**config.mk**
```make
export PLATFORM = sky130hd
export DESIGN_NAME = rewire_out_word_packer
export DESIGN_NICKNAME = d
export VERILOG_FILES = /design/src/rtl/rewire_out_word_packer.sv
export SDC_FILE = /design/constraint.sdc
export NUM_CORES = 1
export LEC_CHECK = 0
export CAP_MARGIN = 20
export CORE_ASPECT_RATIO = 1.1
export CORE_MARGIN = 4
export CORE_UTILIZATION = 50
export DETAILED_ROUTE_END_ITERATION = 7
export PLACE_DENSITY_LB_ADDON = 0.15
export SYNTH_ARGS = -nofsm -noshare
export SYNTH_HDL_FRONTEND = slang
export SYNTH_SLANG_ARGS = --single-unit
```
**constraint.sdc**
```tcl
create_clock -name clk -period 3.68 [get_ports clk]
set_input_delay 0.552 -clock clk [delete_from_list [all_inputs] [get_ports clk]]
set_output_delay 0.552 -clock clk [all_outputs]
set_load 0.005 [all_outputs]
```
**src/rtl/rewire_out_word_packer.sv**
```systemverilog
// Packs the ReWire byte stream into 32-bit words and buffers them in a small FIFO.
// The byte side cannot stall, so words that find the FIFO full are dropped and counted.
module rewire_out_word_packer #(
  parameter int FIFO_DEPTH = 4,
  parameter int CNT_W      = 16
) (
  input  logic             clk,
  input  logic             rst,
  input  logic             in_valid,
  input  logic [7:0]       in_data,
  input  logic             flush,
  output logic             out_valid,
  input  logic             out_ready,
  output logic [31:0]      out_data,
  output logic [2:0]       out_bytes,
  output logic [CNT_W-1:0] drop_count,
  output logic             overflow,
  input  logic             clear_drop
);

  localparam int AW = (FIFO_DEPTH > 1) ? $clog2(FIFO_DEPTH) : 1;
  localparam logic [AW:0] DEPTH_OCC = (AW+1)'(FIFO_DEPTH);

  logic [1:0]       lane_cnt_q, lane_cnt_d;
  logic [23:0]      lane_q, lane_d;
  logic             push;
  logic [31:0]      push_data;
  logic [2:0]       push_bytes;

  logic [34:0]      mem_q [FIFO_DEPTH];
  logic [AW-1:0]    wr_ptr_q, rd_ptr_q;
  logic [AW:0]      occ_q, occ_d;
  logic             pop, full, accept, drop;
  logic [34:0]      head;

  logic [CNT_W-1:0] drop_count_q, drop_count_d;
  logic             overflow_q, overflow_d;

  // Lanes above the counter are always zero, so OR-ing the new byte in is enough.
  always_comb begin
    lane_cnt_d = lane_cnt_q;
    lane_d     = lane_q;
    push       = 1'b0;
    push_data  = {8'h00, lane_q};
    push_bytes = {1'b0, lane_cnt_q};
    if (in_valid) begin
      push_data  = {8'h00, lane_q} | ({24'h000000, in_data} << {lane_cnt_q, 3'b000});
      push_bytes = {1'b0, lane_cnt_q} + 3'd1;
      if (lane_cnt_q == 2'd3 || flush) begin
        push       = 1'b1;
        lane_cnt_d = 2'd0;
        lane_d     = 24'h000000;
      end else begin
        lane_cnt_d = lane_cnt_q + 2'd1;
        lane_d     = push_data[23:0];
      end
    end else if (flush && lane_cnt_q != 2'd0) begin
      push       = 1'b1;
      lane_cnt_d = 2'd0;
      lane_d     = 24'h000000;
    end
  end

  assign pop    = (occ_q != '0) && out_ready;
  assign full   = (occ_q == DEPTH_OCC);
  assign accept = push && (!full || pop);
  assign drop   = push && full && !pop;

  always_comb begin
    occ_d = occ_q;
    case ({accept, pop})
      2'b10:   occ_d = occ_q + 1'b1;
      2'b01:   occ_d = occ_q - 1'b1;
      default: occ_d = occ_q;
    endcase
  end

  // Clearing in the same cycle as a drop still records that drop.
  always_comb begin
    drop_count_d = drop_count_q;
    overflow_d   = overflow_q;
    if (clear_drop) begin
      drop_count_d = {{(CNT_W-1){1'b0}}, drop};
      overflow_d   = drop;
    end else if (drop) begin
      if (!(&drop_count_q)) drop_count_d = drop_count_q + 1'b1;
      overflow_d = 1'b1;
    end
  end

  always_ff @(posedge clk or posedge rst) begin
    if (rst) begin
      lane_cnt_q   <= 2'd0;
      lane_q       <= 24'h000000;
      wr_ptr_q     <= '0;
      rd_ptr_q     <= '0;
      occ_q        <= '0;
      drop_count_q <= '0;
      overflow_q   <= 1'b0;
    end else begin
      lane_cnt_q   <= lane_cnt_d;
      lane_q       <= lane_d;
      occ_q        <= occ_d;
      drop_count_q <= drop_count_d;
      overflow_q   <= overflow_d;
      if (accept) wr_ptr_q <= wr_ptr_q + 1'b1;
      if (pop)    rd_ptr_q <= rd_ptr_q + 1'b1;
    end
  end

  always_ff @(posedge clk) begin
    if (accept) mem_q[wr_ptr_q] <= {push_bytes, push_data};
  end

  assign head       = mem_q[rd_ptr_q];
  assign out_valid  = (occ_q != '0);
  assign out_data   = out_valid ? head[31:0]  : 32'h00000000;
  assign out_bytes  = out_valid ? head[34:32] : 3'd0;
  assign drop_count = drop_count_q;
  assign overflow   = overflow_q;

endmodule

```
==> flow_metrics.py, run 1 <==
metrics = {
    "timing": {
        "slew_violations": 0,
        "tns_ns": 0,
        "rsz0062_at_grt": "false",
        "slew_headroom_pct": 44.24,
        "worst_slew_pin_slew_ns": 0.8337,
        "finalClockSkew_ns": 0.02488,
        "setup_violations": 0,
        "period_minus_slack_ns": 3.095,
        "fmax_mhz": 323.1,
        "hold_viol": 0,
        "post-route-period-util_pct": 84.11,
    },
    "layout": {
        "area_delta_synth_final_pct": 18.68,
        "diodes": 0,
        "post-route-util_pct": 60.71,
        "nNetsFinal": 608,
        "drive_above_1_share_pct": 15.03,
    },
    "synthesis": {
        "synth_cells": 516,
        "ys_warn_count": 0,
        "yosysSeqAreaShare_pct": 67.78,
        "avgSynthCellArea_sq_um": 15.60,
        "post-synth-top-count-cell": "edfxtp_1",
        "synth_top_area_share_pct": 52.23,
        "synth_edf_count": 140,
        "synthArstFlopShare_pct": 26.32,
        "synth_area_sq_mm": 0.008049,
        "synth_cell_type_count": 49,
        "synthTopCellsByArea": "edfxtp_1 (52%), dfrtp_1 (16%), mux4_2 (9.8%)",
        "yosys_register_bits": 190,
        "yosysTopAreaCell": "edfxtp_1",
        "synthTopCellsByCount": "edfxtp_1 (140), and2_1 (51), dfrtp_1 (50), mux4_2 (35), a21oi_1 (31)",
        "synth_nets": 538,
        "ys.flop_type": "edfxtp_1",
    },
    "worst_hold_path": {
        "hp-start": "lane_q[19]",
        "holdPathStages": 2,
        "min_path_type": "flip-flop to flip-flop",
        "hold_end": "lane_q[19]",
    },
    "cts": {
        "cts_buffer_depth": 2,
        "post_cts_buffers": 0,
        "cts-hold-fix-buffers": 0,
        "htreeDepth": 4,
        "cts_num_sinks": 190,
        "insertion_delay_ns": 0.43,
        "ctsResizeCount": 0,
        "cts.clk_slew.worst_paths_ns": 0.06,
        "cts_tree": "built",
        "cts_buffers": 17,
        "root_buffer": "clkbuf_16",
    },
    "power": {
        "leakage_nw": 3.616,
        "power.density_mw_per_mm2": 774.5,
        "vdd_drop_max_v": 0.0004204,
    },
    "critical_path": {
        "startpoint_type": "flip-flop",
        "endpoint_kind": "output pin",
        "cp.arrival_ns": 2.54,
        "cp_top_family": "buffers and inverters",
        "path_buf_inv": 2,
        "critPathMaxFanout": 12,
        "r2r_end": "occ_q[2]",
        "path_cells": "buf_4 -> mux4_2 -> and2_1 -> clkdlybuf4s50_1",
        "crit_required_ns": 3.13,
        "r2r_slack_ns": 0.97,
        "slowest_stage": "dfrtp_1",
        "critical_path_class": "flip-flop to output pin",
        "max_stage_delay_ns": 0.73,
        "r2r_cells": 9,
        "r2r_start": "lane_cnt_q[0]",
    },
    "global_route": {
        "grt_max_degree": 36,
        "grt_overflow": 0,
        "grt_pass1_vias": 4809,
        "antenna_found_initial": 0,
        "track_usage_pct": 18.96,
        "grt_first_pass_wirelength_microns": 26160,
    },
    "detailed_routing": {
        "wl_per_cell_microns": 20.20,
        "drtIter0Drc": 387,
        "ant_nets": 0,
        "drtPass1Iterations": 5,
        "drcViolationCount": 0,
        "finalWirelength_microns": 16140,
        "vias": 4616,
        "vias_per_cell": 5.777,
    },
    "floorplanning": {
        "die_height_microns": 141.1,
        "die_area_sq_mm": 0.01819,
        "die_w_microns": 129.0,
        "pin_count": 67,
        "core_sq_mm": 0.01574,
        "initial_core_util_pct": 51.15,
        "num_rows": 48,
    },
    "placed_design": {
        "dp_hpwl_microns": 10330,
        "port_buffers": 66,
        "gp_congestion": 0.8837,
    },
    "status": {
        "status": "finished, final reports clean",
    },
    "flow_run": {
        "drv_cap": 0,
    },
}
[flip-flops by register name (all words and copies together), names as in the netlist]
signal      flops
drop_count     16
lane_cnt_q      2
lane_q         24
mem_q         140
occ_q           3
overflow        1
rd_ptr_q        2
wr_ptr_q        2
[worst max-delay path by stage]
stage / from / end / slack [ns] / cells past startpoint
floorplan: lane_cnt_q[0] / mem_q[1][0] / 0.89 / 6
global placement: in_valid / occ_q[2] / 0.61 / 8
detailed placement: in_valid / occ_q[2] / 0.43 / 8
CTS: occ_q[0] / out_data[5] / 0.51 / 5
global route: occ_q[0] / out_data[5] / 0.38 / 5
finish: rd_ptr_q[1] / out_data[6] / 0.58 / 4
[through the flow]
stage	hold slack [ns]	area, sq um	worst slack (ns)	power, mW	instances
2_1_floorplan	0.4643	8049	0.8881	4.518	516
3_3_place_gp	0.4788	8947	0.6120	5.575	767
3_5_place_dp	0.4867	8947	0.4339	5.658	767
4_1_cts	0.5024	9553	0.5139	7.513	799
5_1_grt	0.5060	9553	0.3838	7.837	799
6_report	0.4978	9553	0.5847	7.399	799
[layout make-up]
class                      instances  area, sq um
clock buffer                      24        504.2
clock inverter                     8        101.3
sequential                       190         5456
inverter                          14        52.55
tap                              200        250.2
fill                            1226         6182
timing repair buffer              76        760.7
multi-input combinational        287         2427
[logic make-up after synthesis]
| family | after synthesis | synth area share, % |
|---|---|---|
| compound gates | 83 | 6.684 |
| fa+ha+maj | 8 | 1.337 |
| simple gates | 152 | 11.21 |
| mux | 40 | 10.49 |
| buf+inv | 39 | 2.067 |
| xor+xnor | 4 | 0.4353 |
| flops | 190 | 67.78 |
[per-layer routing]
layer	vias up	share of wire, %	GRT usage (%)
li1	2121	-	-
met1	2332	40	24.75
met2	146	52	31.33
met3	17	5.9	4.547
met4	0	1.5	6.412
met5	-	0	0
[cells in the final DEF (no fill, tap or decap), drive strengths merged, types with 10 or more instances in the layout]
cell type | Yosys | final
edfxtp | 140 | 140
buf | 10 | 10
clkdlybuf4s50 | 0 | 66
a21o | 25 | 25
and3 | 10 | 10
a21oi | 31 | 31
and2 | 51 | 51
dfrtp | 50 | 50
mux4 | 35 | 35
nand3 | 12 | 12
clkbuf | 15 | 24
inv | 14 | 16
nor2 | 27 | 27
[power breakdown]
part	leakage (nW)	internal, mW	switching, mW
Sequential	1.98	2.87	0.208
Combinational	1.34	1.37	1.11
Clock	0.292	1.10	0.743
Total	3.62	5.34	2.06
[worst reg2reg max path, stage by stage, from the launching register on]
cell	delay, ns
dfrtp_1	0.46
inv_1	0.15
ha_1	0.21
nand2b_1	0.17
nand2_1	0.25
nand3_1	0.13
fa_1	0.43
or4_1	0.56
o31a_1	0.14
o211ai_1	0.16
Note: power is estimated with default switching activity, not from simulation.
==> run 2, diff against run 1 <==
==> constraint.sdc (replaced) <==
create_clock -name clk -period 3 [get_ports clk]
set_input_delay 0.45 -clock clk [delete_from_list [all_inputs] [get_ports clk]]
set_output_delay 0.45 -clock clk [all_outputs]
set_load 0.005 [all_outputs]
==> run 2 against run 1 <==
Against the previous run:
- worst hold slack worse by 0.23 ns
- core utilization up 0.14 points
- global-route usage up 0.17 points
- first-iteration DRC count down 7.2%
- cell area up 0.24%
- clock-buffer cell count down 3
- total power up 22%
- register-to-register slack worse by 0.55 ns
- combinational power up 26%
- wire length up 2.0%
==> flow_metrics.py, run 2 (same netlist as run 1, synthesis figures left out) <==
metrics = {
    "floorplanning": {
        "initial_core_util_pct": 51.15,
        "die_w_microns": 129.0,
        "num_rows": 48,
        "die_height_microns": 141.1,
        "core_sq_mm": 0.01574,
        "pin_count": 67,
        "die_area_sq_mm": 0.01819,
    },
    "global_route": {
        "track_usage_pct": 19.13,
        "antenna_found_initial": 0,
        "grt_max_degree": 42,
        "grt_pass1_vias": 4898,
        "grt_overflow": 0,
        "grt_first_pass_wirelength_microns": 26480,
    },
    "timing": {
        "slew_violations": 0,
        "rsz0062_at_grt": "false",
        "hold_viol": 0,
        "setup_violations": 0,
        "finalClockSkew_ns": 0.009589,
        "tns_ns": 0,
        "worst_slew_pin_slew_ns": 0.8083,
        "finalWorstSetupSlack_ns": 0.1770,
        "period_minus_slack_ns": 2.823,
        "slew_headroom_pct": 45.94,
        "fmax_mhz": 354.2,
        "post-route-period-util_pct": 94.10,
    },
    "critical_path": {
        "path_buf_inv": 2,
        "slowest_stage": "mux4_2",
        "r2r_start": "lane_cnt_q[0]",
        "crit_start": "rd_ptr_q[0]",
        "crit_required_ns": 2.55,
        "r2r_cells": 8,
        "cp.arrival_ns": 2.37,
        "startpoint_type": "flip-flop",
        "cp_num_cells": 4,
        "critical_path_class": "flip-flop to output pin",
        "path_cells": "buf_4 -> mux4_2 -> and2_1 -> clkdlybuf4s50_1",
        "max_stage_delay_ns": 0.57,
        "cp_top_family": "buffers and inverters",
        "endpoint_kind": "output pin",
        "r2r_slack_ns": 0.42,
        "critPathCapture": "out_data[6]",
        "r2r_end": "occ_q[2]",
        "critPathMaxFanout": 20,
    },
    "placed_design": {
        "dp_hpwl_microns": 10280,
        "placed_cell_area_sq_mm": 0.009002,
        "post-place-ws_ns": 0.2354,
        "port_buffers": 66,
        "gp_congestion": 0.8634,
        "place_inst": 771,
    },
    "layout": {
        "nNetsFinal": 612,
        "largest_reg_flops": 140,
        "top_register": "mem_q",
        "area_delta_synth_final_pct": 18.96,
        "post-route-util_pct": 60.85,
        "layout_commonest_cell": "edfxtp_1",
        "drive_above_1_share_pct": 15.92,
        "final_cell_mix": "edfxtp_1 (140), clkdlybuf4s50_1 (66), and2_1 (51)",
        "stdcell_area_sq_mm": 0.009575,
        "diodes": 0,
        "nFillCells": 1182,
        "final_cells": 803,
    },
    "cts": {
        "insertion_delay_ns": 0.42,
        "htreeDepth": 4,
        "cts.clk_slew.worst_paths_ns": 0.07,
        "cts_buffer_depth": 2,
        "root_buffer": "clkbuf_16",
        "ctsResizeCount": 0,
        "cts_num_sinks": 190,
        "cts_buffers": 17,
        "cts-hold-fix-buffers": 0,
        "cts_tree": "built",
        "post_cts_buffers": 0,
    },
    "worst_hold_path": {
        "min_path_type": "primary input to asynchronous set/reset pin",
    },
    "detailed_routing": {
        "vias": 4701,
        "wl_per_cell_microns": 20.51,
        "drcViolationCount": 0,
        "drtPass1Iterations": 4,
        "finalWirelength_microns": 16470,
        "drtIter0Drc": 359,
        "vias_per_cell": 5.854,
        "ant_nets": 0,
    },
    "status": {
        "status": "finished, final reports clean",
    },
    "power": {
        "power.density_mw_per_mm2": 941.5,
        "vdd_drop_max_v": 0.0004799,
        "leakage_nw": 3.629,
    },
    "flow_run": {
        "drv_cap": 0,
    },
}
## run 2: layout make-up
type / instances / area [sq um] / share of cell area [%]
Sequential cell: 190 / 5456 / 56.98
Multi-Input combinational cell: 287 / 2427 / 25.35
Timing Repair Buffer: 80 / 815.8 / 8.520
Clock buffer: 21 / 471.7 / 4.926
Tap cell: 200 / 250.2 / 2.613
Clock inverter: 11 / 101.3 / 1.058
Inverter: 14 / 52.55 / 0.5488
## run 2: metrics by stage
stage / hold slack (ns) / power [mW]
CTS: 0.2509 / 9.136
floorplan: 0.4643 / 5.542
detailed placement: 0.4924 / 6.971
finish: 0.2654 / 9.015
global placement: 0.4807 / 6.889
global route: 0.2797 / 9.507
## run 2: how the worst min path moves through the flow
stage | start | end
after detailed placement | lane_q[14] | lane_q[14]
after floorplan | lane_q[10] | lane_q[10]
final | rst | occ_q[0]
after global placement | lane_q[10] | lane_q[10]
after CTS | rst | occ_q[0]
after global routing | rst | occ_q[0]
## run 2: power by group
group / switching [mW] / internal (mW) / total, mW
Clock: 0.946 / 1.22 / 2.17
Sequential: 0.199 / 3.52 / 3.72
Combinational: 1.43 / 1.70 / 3.13
## run 2: worst register-to-register path, cell delays in order, from the launching register on
cell and delay (ns):
dfrtp_1 0.46, ha_1 0.30, a21o_2 0.25, nand2_1 0.10, nand3_1 0.10, fa_1 0.42, or4_1 0.55, o31a_1 0.14
o211ai_1 0.16
## run 2: routing by layer
metal  vias up  GRT usage, %  part of all wire (%)
li1       2128             -                     -
met1      2415         25.90                    43
met2       140         31.52                    51
met3        18         3.751                   4.5
met4         0         5.860                   1.3
met5         -             0                     0
==> run 3, diff against run 2 <==
--- a/config.mk
+++ b/config.mk
@@ -10,6 +10,7 @@
 export CORE_MARGIN = 4
 export CORE_UTILIZATION = 50
 export DETAILED_ROUTE_END_ITERATION = 7
+export MAX_ROUTING_LAYER = met4
 export PLACE_DENSITY_LB_ADDON = 0.15
 export SYNTH_ARGS = -nofsm -noshare
 export SYNTH_HDL_FRONTEND = slang
==> run 3 against run 2 <==
Against the previous run:
- sequential share of layout area did not move
- combinational power barely moved
- worst hold slack got worse by 0.0022 ns
- total power barely moved
- largest cell class unchanged
==> flow_metrics.py, run 3 (same netlist as run 1, synthesis figures left out) <==
metrics = {
    "timing": {
        "period_minus_slack_ns": 2.839,
        "rsz0062_at_grt": "false",
        "hold_viol": 0,
        "slew_violations": 0,
        "setup_violations": 0,
        "post-route-period-util_pct": 94.62,
        "tns_ns": 0,
        "fmax_mhz": 352.3,
        "slew_headroom_pct": 46.17,
        "finalWorstSetupSlack_ns": 0.1614,
        "finalClockSkew_ns": 0.01064,
        "holdWs_ns": 0.2632,
        "worst_slew_pin_slew_ns": 0.8049,
    },
    "floorplanning": {
        "pin_count": 67,
        "core_sq_mm": 0.01574,
        "initial_core_util_pct": 51.15,
        "die_height_microns": 141.1,
        "die_area_sq_mm": 0.01819,
        "die_w_microns": 129.0,
        "num_rows": 48,
    },
    "critical_path": {
        "r2r_end": "occ_q[2]",
        "cp.arrival_ns": 2.39,
        "crit_required_ns": 2.55,
        "startpoint_type": "flip-flop",
        "critPathMaxFanout": 20,
        "r2r_start": "lane_cnt_q[0]",
        "r2r_slack_ns": 0.42,
        "r2r_cells": 8,
        "critical_path_class": "flip-flop to output pin",
        "endpoint_kind": "output pin",
    },
    "detailed_routing": {
        "drtIter0Drc": 356,
        "wl_per_cell_microns": 20.55,
        "drtPass1Iterations": 4,
        "vias_per_cell": 5.862,
        "finalWirelength_microns": 16500,
        "drcViolationCount": 0,
        "vias": 4707,
        "ant_nets": 0,
    },
    "global_route": {
        "grt_first_pass_wirelength_microns": 26500,
        "track_usage_pct": 19.74,
        "antenna_found_initial": 0,
        "grt_max_degree": 42,
        "grt_pass1_vias": 4903,
        "grt_overflow": 0,
    },
    "layout": {
        "final_cell_mix": "edfxtp_1 (140), clkdlybuf4s50_1 (66), and2_1 (51)",
        "area_delta_synth_final_pct": 18.96,
        "diodes": 0,
        "top_register": "mem_q",
        "nNetsFinal": 612,
        "largest_reg_flops": 140,
        "layout_commonest_cell": "edfxtp_1",
        "stdcell_area_sq_mm": 0.009575,
        "drive_above_1_share_pct": 15.92,
    },
    "power": {
        "power.density_mw_per_mm2": 941.7,
        "leakage_nw": 3.629,
        "vdd_drop_max_v": 0.0004787,
    },
    "cts": {
        "cts_buffer_depth": 2,
        "htreeDepth": 4,
        "root_buffer": "clkbuf_16",
        "cts-hold-fix-buffers": 0,
        "cts_tree": "built",
        "cts_buffers": 17,
        "cts.clk_slew.worst_paths_ns": 0.07,
        "ctsResizeCount": 0,
        "insertion_delay_ns": 0.42,
        "post_cts_buffers": 0,
        "cts_num_sinks": 190,
    },
    "placed_design": {
        "post-place-ws_ns": 0.2354,
        "gp_congestion": 0.8773,
        "port_buffers": 66,
        "placed_cell_area_sq_mm": 0.009002,
        "dp_hpwl_microns": 10280,
    },
    "flow_run": {
        "drv_cap": 0,
    },
    "worst_hold_path": {
        "min_path_type": "primary input to asynchronous set/reset pin",
    },
    "status": {
        "status": "finished, final reports clean",
    },
}
run 3: cell counts in the layout (fill, tap and decap cells not counted):
Identical to the previous run, type by type.
run 3: final cells by class:
cell class	instances	area, sq um
clock buffer	21	471.7
multi-input combinational	287	2427
inverter	14	52.55
clock inverter	11	101.3
timing repair buffer	80	815.8
tap	200	250.2
fill	1182	6160
sequential	190	5456
run 3: worst max path at each step:
stage	start	endpoint	slack (ns)
CTS	rd_ptr_q[0]	out_data[6]	0.11
global route	rd_ptr_q[0]	out_data[6]	0.03
finish	rd_ptr_q[0]	out_data[6]	0.16
floorplan	lane_cnt_q[0]	mem_q[1][0]	0.21
detailed placement	flush	occ_q[2]	0.24
global placement	flush	occ_q[2]	0.36
run 3: report_power, final:
| part | internal, mW | total, mW | leakage (nW) | switching, mW |
|---|---|---|---|---|
| logic | 1.70 | 3.13 | 1.36 | 1.44 |
| registers | 3.52 | 3.72 | 1.98 | 0.200 |
| clock network | 1.22 | 2.17 | 0.284 | 0.943 |
| total | 6.44 | 9.02 | 3.63 | 2.58 |
run 3: worst max-delay path: stages, from the launching register on:
cell and delay [ns]:
dfrtp_2 0.35, buf_4 0.38, mux4_2 0.58, and2_1 0.20, clkdlybuf4s50_1 0.45
run 3: routing by layer:
metal  vias up  global-route usage, %  share of wire (%)
met5         -                      -                  0
met4         0                  5.694                1.3
met3        18                  3.714                4.0
met2       132                  31.55                 51
met1      2428                  26.09                 44
li1       2129                      -                  -
run 3: per-stage QoR:
step | util, % | cells | power, mW
floorplan | - | 516 | 5.542
global placement | 57.21 | 771 | 6.889
detailed placement | 57.21 | 771 | 6.971
CTS | 60.85 | 803 | 9.136
global route | 60.85 | 803 | 9.508
finish | 60.85 | 803 | 9.017
